--- config.mk ---
export PLATFORM = sky130hd
export DESIGN_NAME = wb_port_arbiter_flat
export DESIGN_NICKNAME = d
export VERILOG_FILES = /design/src/rtl/wb_port_arbiter_pkg.sv /design/src/rtl/wb_port_arbiter_if.sv /design/src/rtl/wb_result_fifo.sv /design/src/rtl/wb_port_arbiter.sv /design/src/flat_wrapper.sv
export SDC_FILE = /design/constraint.sdc
export NUM_CORES = 1
export LEC_CHECK = 0
export CORE_MARGIN = 2
export CORE_UTILIZATION = 34
export CTS_CLUSTER_SIZE = 25
export DETAILED_ROUTE_END_ITERATION = 7
export GPL_TIMING_DRIVEN = 0
export PLACE_DENSITY = 0.6
export SYNTH_ARGS = -nofsm -noshare
export SYNTH_HDL_FRONTEND = slang
export SYNTH_SLANG_ARGS = --single-unit
--- constraint.sdc ---
create_clock -name clk -period 3.5 [get_ports clk]
set_clock_uncertainty 0.05 [all_clocks]
set_input_delay 0.7 -clock clk [delete_from_list [all_inputs] [get_ports clk]]
set_output_delay 0.7 -clock clk [all_outputs]
set_load 0.02 [all_outputs]
--- src/rtl/wb_port_arbiter_pkg.sv ---
// Shared definitions for the register-file write-port arbiter.
package wb_port_arbiter_pkg;

    localparam int DATA_W_DEF = 32;
    localparam int ADDR_W_DEF = 5;

    // Architectural zero register: never written, never busy.
    localparam int REG_ZERO = 0;

    // One buffered MDU result at default widths (used for debug views and models).
    typedef struct packed {
        logic                  valid;
        logic [ADDR_W_DEF-1:0] addr;
        logic [DATA_W_DEF-1:0] data;
    } wb_entry_t;

endpackage

--- src/rtl/wb_port_arbiter_if.sv ---
// Bus bundle between write-back, MDU, hazard unit and the arbiter.
interface wb_port_arbiter_if
    import wb_port_arbiter_pkg::*;
#(
    parameter int DATA_W = DATA_W_DEF,
    parameter int ADDR_W = ADDR_W_DEF
) ();

    logic              pipe_wr_en;
    logic [ADDR_W-1:0] pipe_wr_addr;
    logic [DATA_W-1:0] pipe_wr_data;

    logic              mdu_valid;
    logic [ADDR_W-1:0] mdu_addr;
    logic [DATA_W-1:0] mdu_data;
    logic              mdu_ready;

    logic              rf_wr_en;
    logic [ADDR_W-1:0] rf_wr_addr;
    logic [DATA_W-1:0] rf_wr_data;

    logic [ADDR_W-1:0] query_a;
    logic [ADDR_W-1:0] query_b;
    logic              busy_a;
    logic              busy_b;
    logic              stall_req;

    // Core side: drives requests and queries, observes writes and hazards.
    modport master (
        output pipe_wr_en, pipe_wr_addr, pipe_wr_data,
        output mdu_valid, mdu_addr, mdu_data,
        output query_a, query_b,
        input  mdu_ready, rf_wr_en, rf_wr_addr, rf_wr_data,
        input  busy_a, busy_b, stall_req
    );

    // Arbiter side.
    modport slave (
        input  pipe_wr_en, pipe_wr_addr, pipe_wr_data,
        input  mdu_valid, mdu_addr, mdu_data,
        input  query_a, query_b,
        output mdu_ready, rf_wr_en, rf_wr_addr, rf_wr_data,
        output busy_a, busy_b, stall_req
    );

endinterface

--- src/rtl/wb_result_fifo.sv ---
// Small circular buffer of late MDU results with per-entry kill.
module wb_result_fifo
    import wb_port_arbiter_pkg::*;
#(
    parameter int DATA_W = DATA_W_DEF,
    parameter int ADDR_W = ADDR_W_DEF,
    parameter int DEPTH  = 2
) (
    input  logic                          clk,
    input  logic                          rst,
    input  logic                          push,
    input  logic [ADDR_W-1:0]             push_addr,
    input  logic [DATA_W-1:0]             push_data,
    input  logic                          pop,
    input  logic                          kill_en,
    input  logic [ADDR_W-1:0]             kill_addr,
    output logic [$clog2(DEPTH):0]        count,
    output logic                          head_valid,
    output logic [ADDR_W-1:0]             head_addr,
    output logic [DATA_W-1:0]             head_data,
    output logic [DEPTH-1:0]              ent_valid,
    output logic [DEPTH-1:0][ADDR_W-1:0]  ent_addr
);

    localparam int PTR_W = $clog2(DEPTH);
    localparam int CNT_W = PTR_W + 1;

    logic [PTR_W-1:0]             rd_ptr;
    logic [PTR_W-1:0]             wr_ptr;
    logic [DEPTH-1:0]             valid_q;
    logic [DEPTH-1:0][ADDR_W-1:0] addr_mem;
    logic [DATA_W-1:0]            data_mem [DEPTH];

    // Pointers, occupancy and valid bits; a same-cycle push overrides a kill of its slot.
    always_ff @(posedge clk or posedge rst) begin
        if (rst) begin
            rd_ptr  <= '0;
            wr_ptr  <= '0;
            count   <= '0;
            valid_q <= '0;
        end else begin
            for (int i = 0; i < DEPTH; i++) begin
                if (kill_en && valid_q[i] && (addr_mem[i] == kill_addr)) begin
                    valid_q[i] <= 1'b0;
                end
            end
            if (pop) begin
                valid_q[rd_ptr] <= 1'b0;
                rd_ptr          <= rd_ptr + PTR_W'(1);
            end
            if (push) begin
                valid_q[wr_ptr] <= 1'b1;
                wr_ptr          <= wr_ptr + PTR_W'(1);
            end
            count <= count + CNT_W'(push) - CNT_W'(pop);
        end
    end

    // Payload storage needs no reset; occupancy is tracked by the valid bits.
    always_ff @(posedge clk) begin
        if (push) begin
            addr_mem[wr_ptr] <= push_addr;
            data_mem[wr_ptr] <= push_data;
        end
    end

    assign head_valid = valid_q[rd_ptr];
    assign head_addr  = addr_mem[rd_ptr];
    assign head_data  = data_mem[rd_ptr];
    assign ent_valid  = valid_q;
    assign ent_addr   = addr_mem;

endmodule

--- src/rtl/wb_port_arbiter.sv ---
// Single register-file write port shared by the pipeline and buffered MDU results.
module wb_port_arbiter
    import wb_port_arbiter_pkg::*;
#(
    parameter int DATA_W       = DATA_W_DEF,
    parameter int ADDR_W       = ADDR_W_DEF,
    parameter int BUF_DEPTH    = 2,
    parameter int STARVE_LIMIT = 8
) (
    input  logic             clk,
    input  logic             rst,
    wb_port_arbiter_if.slave bus
);

    localparam int CNT_W = $clog2(BUF_DEPTH) + 1;
    localparam int AGE_W = $clog2(STARVE_LIMIT + 1);
    localparam logic [ADDR_W-1:0] ZERO_ADDR = ADDR_W'(REG_ZERO);
    localparam logic [AGE_W-1:0]  AGE_MAX   = AGE_W'(STARVE_LIMIT);

    logic [CNT_W-1:0]               count;
    logic                           head_valid;
    logic [ADDR_W-1:0]              head_addr;
    logic [DATA_W-1:0]              head_data;
    logic [BUF_DEPTH-1:0]           ent_valid;
    logic [BUF_DEPTH-1:0][ADDR_W-1:0] ent_addr;

    logic             pipe_grant;
    logic             fifo_nonempty;
    logic             pop;
    logic             accept;
    logic             push;
    logic             mdu_ready_c;
    logic             busy_a_c;
    logic             busy_b_c;

    logic [AGE_W-1:0]  age;
    logic              rf_wr_en_q;
    logic [ADDR_W-1:0] rf_wr_addr_q;
    logic [DATA_W-1:0] rf_wr_data_q;
    logic              stall_q;

    // A pipeline write to r0 is not a real write, so it leaves the slot free for draining.
    assign pipe_grant    = bus.pipe_wr_en && (bus.pipe_wr_addr != ZERO_ADDR);
    assign fifo_nonempty = (count != '0);
    assign pop           = !pipe_grant && fifo_nonempty;
    assign mdu_ready_c   = (count < CNT_W'(BUF_DEPTH));
    assign accept        = bus.mdu_valid && mdu_ready_c;
    assign push          = accept && (bus.mdu_addr != ZERO_ADDR);

    wb_result_fifo #(
        .DATA_W (DATA_W),
        .ADDR_W (ADDR_W),
        .DEPTH  (BUF_DEPTH)
    ) u_fifo (
        .clk        (clk),
        .rst        (rst),
        .push       (push),
        .push_addr  (bus.mdu_addr),
        .push_data  (bus.mdu_data),
        .pop        (pop),
        .kill_en    (pipe_grant),
        .kill_addr  (bus.pipe_wr_addr),
        .count      (count),
        .head_valid (head_valid),
        .head_addr  (head_addr),
        .head_data  (head_data),
        .ent_valid  (ent_valid),
        .ent_addr   (ent_addr)
    );

    // A source register is busy while any live buffered or incoming MDU result targets it.
    always_comb begin
        busy_a_c = 1'b0;
        busy_b_c = 1'b0;
        for (int i = 0; i < BUF_DEPTH; i++) begin
            if (ent_valid[i] && (ent_addr[i] == bus.query_a)) busy_a_c = 1'b1;
            if (ent_valid[i] && (ent_addr[i] == bus.query_b)) busy_b_c = 1'b1;
        end
        if (push && (bus.mdu_addr == bus.query_a)) busy_a_c = 1'b1;
        if (push && (bus.mdu_addr == bus.query_b)) busy_b_c = 1'b1;
        if (bus.query_a == ZERO_ADDR) busy_a_c = 1'b0;
        if (bus.query_b == ZERO_ADDR) busy_b_c = 1'b0;
    end

    // Registered write port plus head-age tracking; a killed head still occupies
    // the slot needed by the entries behind it, so it ages like a live one.
    always_ff @(posedge clk or posedge rst) begin
        if (rst) begin
            rf_wr_en_q   <= 1'b0;
            rf_wr_addr_q <= '0;
            rf_wr_data_q <= '0;
            age          <= '0;
            stall_q      <= 1'b0;
        end else begin
            if (pipe_grant) begin
                rf_wr_en_q   <= 1'b1;
                rf_wr_addr_q <= bus.pipe_wr_addr;
                rf_wr_data_q <= bus.pipe_wr_data;
            end else if (pop && head_valid) begin
                rf_wr_en_q   <= 1'b1;
                rf_wr_addr_q <= head_addr;
                rf_wr_data_q <= head_data;
            end else begin
                rf_wr_en_q   <= 1'b0;
            end

            if (pop || !fifo_nonempty) begin
                age <= '0;
            end else if (age != AGE_MAX) begin
                age <= age + AGE_W'(1);
            end

            stall_q <= (age == AGE_MAX) && !pop;
        end
    end

    assign bus.mdu_ready  = mdu_ready_c;
    assign bus.busy_a     = busy_a_c;
    assign bus.busy_b     = busy_b_c;
    assign bus.rf_wr_en   = rf_wr_en_q;
    assign bus.rf_wr_addr = rf_wr_addr_q;
    assign bus.rf_wr_data = rf_wr_data_q;
    assign bus.stall_req  = stall_q;

endmodule

--- src/flat_wrapper.sv ---
// flat-port wrapper written by rule: the top's interface ports become plain ports
module wb_port_arbiter_flat import wb_port_arbiter_pkg::*;
#(
    parameter int DATA_W       = DATA_W_DEF,
    parameter int ADDR_W       = ADDR_W_DEF,
    parameter int BUF_DEPTH    = 2,
    parameter int STARVE_LIMIT = 8
)
  (clk, rst, bus_pipe_wr_en, bus_pipe_wr_addr, bus_pipe_wr_data, bus_mdu_valid, bus_mdu_addr, bus_mdu_data, bus_query_a, bus_query_b, bus_mdu_ready, bus_rf_wr_en, bus_rf_wr_addr, bus_rf_wr_data, bus_busy_a, bus_busy_b, bus_stall_req);
  wb_port_arbiter_if #(.DATA_W(DATA_W), .ADDR_W(ADDR_W)) bus_i ();
  input  logic clk;
  input  logic rst;
  input wire logic [$bits(bus_i.pipe_wr_en)-1:0] bus_pipe_wr_en;
  input wire logic [$bits(bus_i.pipe_wr_addr)-1:0] bus_pipe_wr_addr;
  input wire logic [$bits(bus_i.pipe_wr_data)-1:0] bus_pipe_wr_data;
  input wire logic [$bits(bus_i.mdu_valid)-1:0] bus_mdu_valid;
  input wire logic [$bits(bus_i.mdu_addr)-1:0] bus_mdu_addr;
  input wire logic [$bits(bus_i.mdu_data)-1:0] bus_mdu_data;
  input wire logic [$bits(bus_i.query_a)-1:0] bus_query_a;
  input wire logic [$bits(bus_i.query_b)-1:0] bus_query_b;
  output wire logic [$bits(bus_i.mdu_ready)-1:0] bus_mdu_ready;
  output wire logic [$bits(bus_i.rf_wr_en)-1:0] bus_rf_wr_en;
  output wire logic [$bits(bus_i.rf_wr_addr)-1:0] bus_rf_wr_addr;
  output wire logic [$bits(bus_i.rf_wr_data)-1:0] bus_rf_wr_data;
  output wire logic [$bits(bus_i.busy_a)-1:0] bus_busy_a;
  output wire logic [$bits(bus_i.busy_b)-1:0] bus_busy_b;
  output wire logic [$bits(bus_i.stall_req)-1:0] bus_stall_req;
  assign bus_i.pipe_wr_en = bus_pipe_wr_en;
  assign bus_i.pipe_wr_addr = bus_pipe_wr_addr;
  assign bus_i.pipe_wr_data = bus_pipe_wr_data;
  assign bus_i.mdu_valid = bus_mdu_valid;
  assign bus_i.mdu_addr = bus_mdu_addr;
  assign bus_i.mdu_data = bus_mdu_data;
  assign bus_i.query_a = bus_query_a;
  assign bus_i.query_b = bus_query_b;
  assign bus_mdu_ready = bus_i.mdu_ready;
  assign bus_rf_wr_en = bus_i.rf_wr_en;
  assign bus_rf_wr_addr = bus_i.rf_wr_addr;
  assign bus_rf_wr_data = bus_i.rf_wr_data;
  assign bus_busy_a = bus_i.busy_a;
  assign bus_busy_b = bus_i.busy_b;
  assign bus_stall_req = bus_i.stall_req;
  wb_port_arbiter #(.DATA_W(DATA_W), .ADDR_W(ADDR_W), .BUF_DEPTH(BUF_DEPTH), .STARVE_LIMIT(STARVE_LIMIT)) u_core (.clk(clk), .rst(rst), .bus(bus_i));
endmodule
==> results of run 1 <==
## sequential cells by signal (all words and copies together), names as in the netlist
| signal | count |
|---|---|
| u_core.u_fifo.data_mem | 64 |
| u_core.bus.rf_wr_addr | 5 |
| u_core.u_fifo.ent_valid | 2 |
| u_core.u_fifo.ent_addr | 10 |
| u_core.age | 4 |
| u_core.u_fifo.wr_ptr | 1 |
| u_core.u_fifo.count | 2 |
| u_core.bus.stall_req | 1 |
| u_core.u_fifo.rd_ptr | 1 |
| u_core.bus.rf_wr_data | 32 |
| u_core.bus.rf_wr_en | 1 |
## Yosys cell counts (all sizes together)
cell / n
mux2: 38
o22ai: 1
nor2: 11
o41ai: 1
nand3: 3
xor2: 28
o21ai: 43
a21oi: 4
nand2b: 1
nand2: 40
xnor2: 18
inv: 6
nor3: 5
nand4: 2
or4: 3
mux2i: 38
dfrtp: 49
edfxtp: 74
a32oi: 2
clkbuf: 6
o21bai: 1
buf: 10
ha: 4
o21a: 1
and2: 3
nor4: 5
## metrics by stage
step | TNS [ps] | area [sq um]
6_report | 0 | 7710
5_1_grt | 0 | 7710
4_1_cts | 0 | 7710
3_5_place_dp | 0 | 7080
3_3_place_gp | -82910 | 7010
2_1_floorplan | 0 | 5450
## cells by family (layout without fill, tap and decap cells)
group	Yosys count	in the layout	synth area share, %
DFF	123	123	63.3
and+or+nand+nor	73	73	6.30
adders and majority gates	4	4	0.919
buffers and inverters	22	186	2.02
AOI/OAI and AO/OA	53	53	5.19
xor gates and xnor gates	46	46	7.40
muxes	76	76	14.8
## routing by layer
metal | GRT usage (%) | up-vias | share of wire (%) | wire length (microns)
met4 | 4.13 | 0 | 0.56 | 74
met3 | 7.53 | 7 | 8.8 | 1170
li1 | - | 1738 | - | -
met5 | 0 | - | 0 | 0
met1 | 21.3 | 1770 | 46 | 6100
met2 | 24.8 | 115 | 45 | 5950
## power groups by stage
| stage | clock (uW) | combinational [uW] | sequential (uW) |
|---|---|---|---|
| after global placement | 0 | 1970 | 2150 |
| after floorplan | 0 | 1070 | 2290 |
| after global routing | 1940 | 2180 | 2170 |
| final | 1840 | 2010 | 2120 |
| after CTS | 1870 | 2040 | 2130 |
| after detailed placement | 0 | 2030 | 2150 |
## worst max-delay path: stages
cell,delay [ps]
sky130_fd_sc_hd__clkdlybuf4s50_1,530
sky130_fd_sc_hd__xor2_1,190
sky130_fd_sc_hd__nor4_1,260
sky130_fd_sc_hd__a32oi_1,150
sky130_fd_sc_hd__a21oi_1,180
sky130_fd_sc_hd__clkdlybuf4s50_1,630
## layout make-up
type | instances | share of cell area (%)
Multi-Input combinational cell | 252 | 24.6
Sequential cell | 123 | 44.7
Clock buffer | 21 | 5.97
Timing Repair Buffer | 132 | 17.6
Tap cell | 216 | 3.51
Inverter | 6 | 0.292
Buffer | 16 | 1.14
Clock inverter | 11 | 2.16
## worst max-delay path by stage
| stage | from | to | slack, ps | cells past startpoint |
|---|---|---|---|---|
| CTS | bus_query_a[0] | bus_busy_a | 100 | 6 |
| global route | bus_mdu_addr[0] | bus_busy_b | 40 | 6 |
| global placement | bus_mdu_addr[0] | u_core.u_fifo.data_mem[0][4]$_DFFE_PP_ | -1800 | 5 |
| floorplan | bus_mdu_addr[0] | u_core.u_fifo.data_mem[0][0]$_DFFE_PP_ | 370 | 4 |
| detailed placement | bus_mdu_addr[0] | bus_busy_b | 7 | 6 |
| finish | bus_query_b[0] | bus_busy_b | 110 | 6 |
==> flow_summary.toml, run 1 <==
[outcome]
outcome = "finished, final reports clean"

[yosys]
syn-instance-count = 397
synthesis.yosys.warnings = 0
post-synth-top-area-fraction_pct = 40.8
netlist_area_sq_mm = 0.00545
synthDistinctLibCells = 31
seq_total_area_yosys_pct = 63.3
syn_avg_cell_area_sq_um = 13.7
postSynthRegisterBits = 123
synth.largest_area_cell = "sky130_fd_sc_hd__edfxtp_1"
synth.net_count = 489
synthTopCellsByArea = "sky130_fd_sc_hd__edfxtp_1 (41%), sky130_fd_sc_hd__dfrtp_1 (23%), sky130_fd_sc_hd__mux2_2 (7.9%), sky130_fd_sc_hd__mux2i_1 (7.0%), sky130_fd_sc_hd__xor2_1 (4.5%)"

[drt]
drt-total-wl_mm = 13.3
drt-wirelength-per-cell_microns = 17.1
drt.antenna.violating_nets = 0
vias_per_cell = 4.67
drt-initial-drc-count = 158
post-route-drc-count = 0
routed-via-count = 3630
detail_route.first_pass.iterations = 4

[placed_design]
dp.final_hpwl_mm = 9.27
globalplace.congestion = 0.792
port-buffer-count = 129
numPlacedInstances = 745
pre_cts_ws_ps = 6.95

[hold_path]
hold-path-cell-count = 1
hold_path_startpoint = "u_core.age[2]$_DFFE_PP0P_"
timing.hold.worst_endpoint = "u_core.bus.stall_req$_DFF_PP0_"
min_path_type = "reg -> reg"

[cts]
clk_pin_slew_worst_paths_ps = 50
clock_tree.buffer_depth = 2
cts_tree = "done"
cts.repair_timing.setup_buffer_count = 0
root_buffer_cell = "sky130_fd_sc_hd__clkbuf_16"
htree_num_levels = 4
ctsResizeCount = 1
hold_buffers = 0
clk-insertion-delay-late_ps = 410
numClockSinks = 123
cts-buffers-inserted = 17

[sta]
worst_slew_pin_slew_ps = 671
timing.slew.headroom_pct = 55.3
max_clock_freq_mhz = 295
rsz0062_at_grt = "no"
holdWs_ps = 472
finalMaxSlewViolations = 0
postLayoutSetupSlackWorst_ps = 109
setup_viol = 0
final.period_utilization_pct = 96.9
period_minus_slack_ps = 3390
finalHoldViolations = 0

[grt]
grt_remaining_overflow = 0
antenna_found_initial = 0
grt_max_degree = 32
grt_pass1_vias = 3854
grt_first_pass_wirelength_mm = 20.6
grtUsageTotal_pct = 16.3

[final_layout]
mostFrequentLayoutCell = "sky130_fd_sc_hd__clkdlybuf4s50_1"
multi_input_comb_area_sq_mm = 0.00190
post-route-util_pct = 48.9
layout_common_cells = "sky130_fd_sc_hd__clkdlybuf4s50_1 (128), sky130_fd_sc_hd__edfxtp_1 (74), sky130_fd_sc_hd__dfrtp_1 (49)"
share_of_final_layout_standard_cells_stronger_than_drive_strength_1_pct = 15.9
final_layout_net_count = 640
regArea_sq_mm = 0.00345
layout-area-overhead-vs-synth_pct = 41.6
post_layout_nonfiller_instances = 777
antenna_cells = 0
layout.filler_cells = 1388

[worst_setup_path]
worstSetupStartpointType = "input port"
crit_arrival_ps = 2640
reg2reg_to = "u_core.u_fifo.data_mem[0][2]$_DFFE_PP_"
worst-r2r-cell-count = 5
r2r_slack_ps = 1340
criticalPathCategory = "in -> out"
worst-endpoint-required_ps = 2750
worst_setup_path_end_kind = "output port"
cp_max_fo = 4
crit-reg2reg-launch = "u_core.u_fifo.count[1]$_DFF_PP0_"

[floorplanning]
die_area_sq_mm = 0.0170
floorplan.die.width_microns = 131
io_pins = 130
die_height_microns = 131
floorplan.initialDensity_pct = 34.5
core_area_sq_mm = 0.0158
row_count = 46

[power]
power_frac_comb_pct = 33.7
power_density_mw_per_mm2 = 775
power_switching_share_pct = 30.7
vdd_ir_drop_max_mv = 0.379
pwr-share-clk_pct = 30.8
leakagePower_uw = 0.00290
p_sw_uw = 1830
pwr-share-seq_pct = 35.5
final_total_power_uw = 5970
cellInternalPower_uw = 4140

[run]
maxCapViolations = 0
No activity file was read; power rests on OpenSTA's default activity.
==> inputs of run 2 (changes only) <==
--- a/config.mk
+++ b/config.mk
@@ -10,7 +10,7 @@
 export CTS_CLUSTER_SIZE = 25
 export DETAILED_ROUTE_END_ITERATION = 7
 export GPL_TIMING_DRIVEN = 0
-export PLACE_DENSITY = 0.6
+export PLACE_DENSITY_LB_ADDON = 0.08
 export SYNTH_ARGS = -nofsm -noshare
 export SYNTH_HDL_FRONTEND = slang
 export SYNTH_SLANG_ARGS = --single-unit
==> constraint.sdc (replaced) <==
create_clock -name clk -period 4.35 [get_ports clk]
set_clock_uncertainty 0.05 [all_clocks]
set_input_delay 0.87 -clock clk [delete_from_list [all_inputs] [get_ports clk]]
set_output_delay 0.87 -clock clk [all_outputs]
set_load 0.02 [all_outputs]
==> run 2 against run 1 <==
Against the previous run:
- global-route usage rose by 0.46 points
- power decreased by 21%
- clock power down 23%
- die area unchanged
- via count decreased by 0.33%
- non-clock buffer count is the same
- largest power group unchanged
- sequential cell count unchanged
==> flow_summary.toml, run 2 (synthesized netlist as in run 1, its figures left out) <==
[outcome]
outcome = "finished, final reports clean"

[cts]
cts_tree = "done"
cts-buffers-inserted = 17
numClockSinks = 123
cts.repair_timing.setup_buffer_count = 0
clk_pin_slew_worst_paths_ps = 50
hold_buffers = 0
htree_num_levels = 4
ctsResizeCount = 0
root_buffer_cell = "sky130_fd_sc_hd__clkbuf_16"
clock_tree.buffer_depth = 2
clk-insertion-delay-late_ps = 420

[sta]
setup_viol = 0
worst_slew_pin_slew_ps = 658
finalHoldViolations = 0
finalMaxSlewViolations = 0
holdWs_ps = 496
timing.slew.headroom_pct = 56.1
final.period_utilization_pct = 87.7
rsz0062_at_grt = "no"
max_clock_freq_mhz = 262
period_minus_slack_ps = 3820

[worst_setup_path]
worst-endpoint-required_ps = 3430
worstSetupStartpointType = "input port"
worst_setup_path_end_kind = "output port"
criticalPathCategory = "in -> out"
cp_max_fo = 5
crit_arrival_ps = 2900

[final_layout]
final_layout_net_count = 640
number_of_flip_flops_in_the_largest_register = 64
post_layout_nonfiller_instances = 777
layout.filler_cells = 1425
layout-area-overhead-vs-synth_pct = 41.0
layout_common_cells = "sky130_fd_sc_hd__clkdlybuf4s50_1 (129), sky130_fd_sc_hd__edfxtp_1 (74), sky130_fd_sc_hd__dfrtp_1 (49)"
share_of_final_layout_standard_cells_stronger_than_drive_strength_1_pct = 15.5
mostFrequentLayoutCell = "sky130_fd_sc_hd__clkdlybuf4s50_1"
top_register = "u_core.u_fifo.data_mem"
post-route-util_pct = 48.7
antenna_cells = 0

[floorplanning]
floorplan.initialDensity_pct = 34.5
core_area_sq_mm = 0.0158
floorplan.die.width_microns = 131
die_height_microns = 131
die_area_sq_mm = 0.0170
row_count = 46
io_pins = 130

[drt]
drt-initial-drc-count = 151
post-route-drc-count = 0
drt-wirelength-per-cell_microns = 17.5
detail_route.first_pass.iterations = 4
drt-total-wl_mm = 13.6
drt.antenna.violating_nets = 0
routed-via-count = 3618
vias_per_cell = 4.66

[placed_design]
globalplace.congestion = 0.807
port-buffer-count = 129
numPlacedInstances = 745
dp.final_hpwl_mm = 9.32

[power]
vdd_ir_drop_max_mv = 0.324
leakagePower_uw = 0.00287
power_density_mw_per_mm2 = 617

[grt]
grt_pass1_vias = 3809
grtUsageTotal_pct = 16.8
grt_first_pass_wirelength_mm = 20.8
grt_max_degree = 28
antenna_found_initial = 1
grt_remaining_overflow = 0

[hold_path]
min_path_type = "reg -> reg"

[run]
maxCapViolations = 0
## run 2: changes by cell type in the layout (fill, tap and decap cells not counted)
cell	change
sky130_fd_sc_hd__a21oi_1	+1
sky130_fd_sc_hd__a21oi_2	-1
sky130_fd_sc_hd__bufinv_16	-2
sky130_fd_sc_hd__clkbuf_1	+1
sky130_fd_sc_hd__clkbuf_8	+4
sky130_fd_sc_hd__clkdlybuf4s50_1	+1
sky130_fd_sc_hd__clkinv_2	-1
sky130_fd_sc_hd__clkinv_4	-1
sky130_fd_sc_hd__dlymetal6s2s_1	-1
sky130_fd_sc_hd__inv_6	-1
## run 2: per-stage QoR
| step | worst slack, ps | instance area [sq um] | total power (uW) | setup TNS [ps] |
|---|---|---|---|---|
| floorplan | 1050 | 5450 | 2710 | 0 |
| global placement | -1210 | 7010 | 3330 | -44830 |
| detailed placement | 520 | 7080 | 3370 | 0 |
| CTS | 511 | 7680 | 4800 | 0 |
| global route | 372 | 7680 | 4990 | 0 |
| finish | 533 | 7680 | 4740 | 0 |
## run 2: power by group
| part | internal (uW) | switching [uW] | leakage (uW) | total (uW) |
|---|---|---|---|---|
| registers | 1550 | 157 | 0.00128 | 1700 |
| logic | 791 | 823 | 0.00130 | 1610 |
| clock network | 932 | 486 | 0.000290 | 1420 |
| total | 3270 | 1470 | 0.00287 | 4740 |
## run 2: worst paths after layout
check	from	to	slack (ps)	depth (start not counted)
setup / recovery	bus_mdu_addr[0]	bus_busy_b	530	6
min in group asynchronous	rst	u_core.bus.rf_wr_data[19]$_DFFE_PP0P_	820	2
max in group asynchronous	rst	u_core.bus.rf_wr_data[0]$_DFFE_PP0P_	2840	3
hold / removal	u_core.age[3]$_DFFE_PP0P_	u_core.age[3]$_DFFE_PP0P_	500	2
setup reg to reg	u_core.u_fifo.count[1]$_DFF_PP0_	u_core.u_fifo.data_mem[0][7]$_DFFE_PP_	2150	5
hold reg to reg	u_core.age[3]$_DFFE_PP0P_	u_core.age[3]$_DFFE_PP0P_	500	2
## run 2: worst max-delay path, stage by stage
cell                              delay, ps
sky130_fd_sc_hd__clkdlybuf4s50_1        630
sky130_fd_sc_hd__nor3_1                 100
sky130_fd_sc_hd__a21oi_1                370
sky130_fd_sc_hd__nand4_1                150
sky130_fd_sc_hd__a21oi_1                160
sky130_fd_sc_hd__clkdlybuf4s50_1        610
## run 2: cell type report
class	instances	area, sq um	area share (%)
repair buffers	132	1350	17.6
plain buffers	16	87.6	1.14
flip-flops and latches	123	3450	44.9
clock inverters	6	83.8	1.09
clock buffers	26	519	6.76
well taps	216	270	3.52
inverters	6	22.5	0.293
multi-input cells	252	1900	24.7
## run 2: metal layers
layer	wire (microns)	part of all wire (%)	global-route usage (%)	up-vias
li1	-	-	-	1740
met1	6030	44	21.1	1746
met2	6410	47	26.9	112
met3	942	6.9	6.07	18
met4	182	1.3	5.94	2
met5	13	0.096	0	-
==> inputs of run 3 (changes only) <==
--- a/config.mk
+++ b/config.mk
@@ -5,6 +5,7 @@
 export SDC_FILE = /design/constraint.sdc
 export NUM_CORES = 1
 export LEC_CHECK = 0
+export ABC_AREA = 1
 export CORE_MARGIN = 2
 export CORE_UTILIZATION = 34
 export CTS_CLUSTER_SIZE = 25
==> run 3 against run 2 <==
Against the previous run:
- count of clock-buffer cells in the layout shrank 6
- sequential share of layout area down 2.1 points
- synthesized area grew 6.6%
- combinational power increased by 20%
- critical path type unchanged
- critical endpoint is now bus_busy_a
==> flow_summary.toml, run 3 <==
[floorplanning]
core_area_sq_mm = 0.0166
row_count = 47
die_height_microns = 135
floorplan.die.width_microns = 135
io_pins = 130
die_area_sq_mm = 0.0181
floorplan.initialDensity_pct = 34.9

[sta]
finalHoldViolations = 0
rsz0062_at_grt = "no"
max_clock_freq_mhz = 257
period_minus_slack_ps = 3890
final.period_utilization_pct = 89.4
holdWs_ps = 464
finalMaxSlewViolations = 0
timing.slew.headroom_pct = 63.1
worst_slew_pin_slew_ps = 553
setup_viol = 0

[outcome]
outcome = "finished, final reports clean"

[worst_setup_path]
kind_of_cell_adding_the_most_delay_to_the_critical_path = "buffers and inverters"
cp_num_cells = 8
cp_max_fo = 6
r2r_slack_ps = 2450
worst_setup_path_endpoint = "bus_busy_a"
worstSetupStartpointType = "input port"
crit_arrival_ps = 2970
worst_path_largest_cell_delay_ps = 600
worst_setup_path_end_kind = "output port"
crit-reg2reg-launch = "u_core.u_fifo.count[1]$_DFF_PP0_"
cp_cell_sequence = "clkdlybuf4s50_1, inv_1, nand3_1, nand2_1, nor3_1, nor2_1, nor2_1, clkdlybuf4s50_1"
path_buf_inv = 3
startpoint = "bus_mdu_addr[4]"
critical_path.slowest_cell = "sky130_fd_sc_hd__clkdlybuf4s50_1"
reg2reg_to = "u_core.u_fifo.data_mem[1][5]$_DFFE_PP_"
criticalPathCategory = "in -> out"
worst-endpoint-required_ps = 3430
worst-r2r-cell-count = 4

[yosys]
netlist_area_sq_mm = 0.00581
synthesis.yosys.warnings = 0
synthesized_area_fraction_occupied_by_adder_cells_pct = 0.862
synthDistinctLibCells = 25
post-synth-top-area-fraction_pct = 38.3
post_synth_xor_area_fraction_pct = 1.21
ys_async_sr_fraction_pct = 39.8
synthFlopType = "sky130_fd_sc_hd__edfxtp_1"
synthSimpleGateAreaFrac_pct = 31.4
postSynthRegisterBits = 123
synth_edf_count = 74
synth.largest_area_cell = "sky130_fd_sc_hd__edfxtp_1"
synth_compound_area_share_pct = 1.21
synth_commonest_cells = "sky130_fd_sc_hd__nand2_1 (249), sky130_fd_sc_hd__nand3_1 (111), sky130_fd_sc_hd__edfxtp_1 (74), sky130_fd_sc_hd__dfrtp_1 (49), sky130_fd_sc_hd__inv_1 (41)"
synthMostInstantiatedCell = "sky130_fd_sc_hd__nand2_1"
synthTopCellsByArea = "sky130_fd_sc_hd__edfxtp_1 (38%), sky130_fd_sc_hd__dfrtp_1 (21%), sky130_fd_sc_hd__nand2_1 (16%), sky130_fd_sc_hd__nand3_1 (9.6%), sky130_fd_sc_hd__inv_1 (2.7%)"
syn-instance-count = 638
synthMuxAreaShare_pct = 0
seq_total_area_yosys_pct = 59.4
syn_avg_cell_area_sq_um = 9.10
synth.net_count = 730
synth_top_family_by_area = "simple AND/OR/NAND/NOR gates"

[grt]
grt_pass1_vias = 5086
grt_max_degree = 39
grt_first_pass_wirelength_mm = 26.1
grtUsageTotal_pct = 18.8
antenna_found_initial = 0
grt_remaining_overflow = 0

[cts]
hold_buffers = 0
ctsResizeCount = 0
cts-buffers-inserted = 17
cts_tree = "done"
root_buffer_cell = "sky130_fd_sc_hd__clkbuf_16"
htree_num_levels = 4
cts.repair_timing.setup_buffer_count = 0
clk_pin_slew_worst_paths_ps = 60
clk-insertion-delay-late_ps = 420
clock_tree.buffer_depth = 2
numClockSinks = 123

[drt]
detailroute.wirelength.met3_microns = 939
routed.top_layer = "met4"
drt-initial-drc-count = 242
detail_route.first_pass.iterations = 4
wl_met2_mm = 8.10
routed-via-count = 4891
drt-total-wl_mm = 16.2
drt.antenna.violating_nets = 0
routedLengthMet1_mm = 6.95
drt-wirelength-per-cell_microns = 15.9
vias_per_cell = 4.79
post-route-drc-count = 0

[placed_design]
globalplace.congestion = 0.869
port-buffer-count = 129
dp.final_hpwl_mm = 11.8
numPlacedInstances = 990
postPlaceCellArea_sq_mm = 0.00745

[final_layout]
regArea_sq_mm = 0.00345
layout.filler_cells = 1575
top_register = "u_core.u_fifo.data_mem"
stdcell_area_sq_mm = 0.00806
number_of_flip_flops_in_the_largest_register = 64
final_layout_net_count = 881
mostFrequentLayoutCell = "sky130_fd_sc_hd__nand2_1"
post_layout_nonfiller_instances = 1021
multi_input_comb_area_sq_mm = 0.00203
layout-area-overhead-vs-synth_pct = 38.9
layout_common_cells = "sky130_fd_sc_hd__nand2_1 (249), sky130_fd_sc_hd__clkdlybuf4s50_1 (129), sky130_fd_sc_hd__nand3_1 (111)"
share_of_final_layout_standard_cells_stronger_than_drive_strength_1_pct = 8.99
antenna_cells = 0

[hold_path]
min_path_type = "reg -> reg"

[run]
maxCapViolations = 0

[power]
leakagePower_uw = 0.00350
vdd_ir_drop_max_mv = 0.412
power_density_mw_per_mm2 = 643
==> run 3: changes by cell type after synthesis, sizes merged, moves of 4 or more <==
| cell | delta |
|---|---|
| nand2 | +210 |
| nand3 | +118 |
| inv | +38 |
| mux2 | -38 |
| mux2i | -38 |
| o21ai | -36 |
| nor2 | +28 |
| xor2 | -24 |
| xnor2 | -14 |
| buf | +10 |
| nor4 | -5 |
| o211ai | +4 |
==> run 3: logic make-up after synthesis <==
group	count (synthesis)
flops	123
simple gates	420
fa+ha+maj	4
buf+inv	71
xor+xnor	8
compound gates	12
==> run 3: layout make-up <==
class	instances	share of cell area, %
flip-flops and latches	123	42.8
clock inverters	11	2.11
multi-input cells	444	25.1
plain buffers	27	2.19
clock buffers	20	5.54
well taps	220	3.41
repair buffers	132	16.8
inverters	44	2.11
==> run 3: worst register-to-register path, delay by kind of cell (launching register included) <==
family | cells | cell delay [ps]
simple gates | 3 | 860
flops | 1 | 390
buf+inv | 1 | 270
==> run 3: metal layers <==
| layer | vias up | track usage (%) |
|---|---|---|
| met5 | - | 0 |
| met4 | 0 | 6.20 |
| met3 | 19 | 5.44 |
| met2 | 141 | 32.2 |
| met1 | 2332 | 22.8 |
| li1 | 2399 | - |
==> run 3: how the worst min path moves through the flow <==
stage,startpoint,depth (start not counted),end
floorplan,u_core.u_fifo.wr_ptr$_DFFE_PP0P_,2,u_core.u_fifo.wr_ptr$_DFFE_PP0P_
global placement,u_core.u_fifo.count[0]$_DFF_PP0_,1,u_core.u_fifo.count[0]$_DFF_PP0_
detailed placement,u_core.u_fifo.count[0]$_DFF_PP0_,1,u_core.u_fifo.count[0]$_DFF_PP0_
CTS,u_core.u_fifo.count[0]$_DFF_PP0_,1,u_core.u_fifo.count[0]$_DFF_PP0_
global route,u_core.u_fifo.count[0]$_DFF_PP0_,1,u_core.u_fifo.count[0]$_DFF_PP0_
finish,u_core.u_fifo.count[0]$_DFF_PP0_,1,u_core.u_fifo.count[0]$_DFF_PP0_
==> run 3: metrics by stage <==
step	total power, uW	setup WS [ps]	utilization, %	TNS (ps)
6_report	5190	463	48.5	0
5_1_grt	5500	295	48.5	0
4_1_cts	5240	439	48.5	0
3_5_place_dp	3760	436	44.7	0
3_3_place_gp	3700	-906	44.3	-66040
2_1_floorplan	2910	1160	-	0
==> run 3: report_power, final <==
part           switching (uW)  internal (uW)  total, uW
logic                    1160            779       1940
registers                 186           1580       1770
clock network             507            969       1480
total                    1860           3330       5190
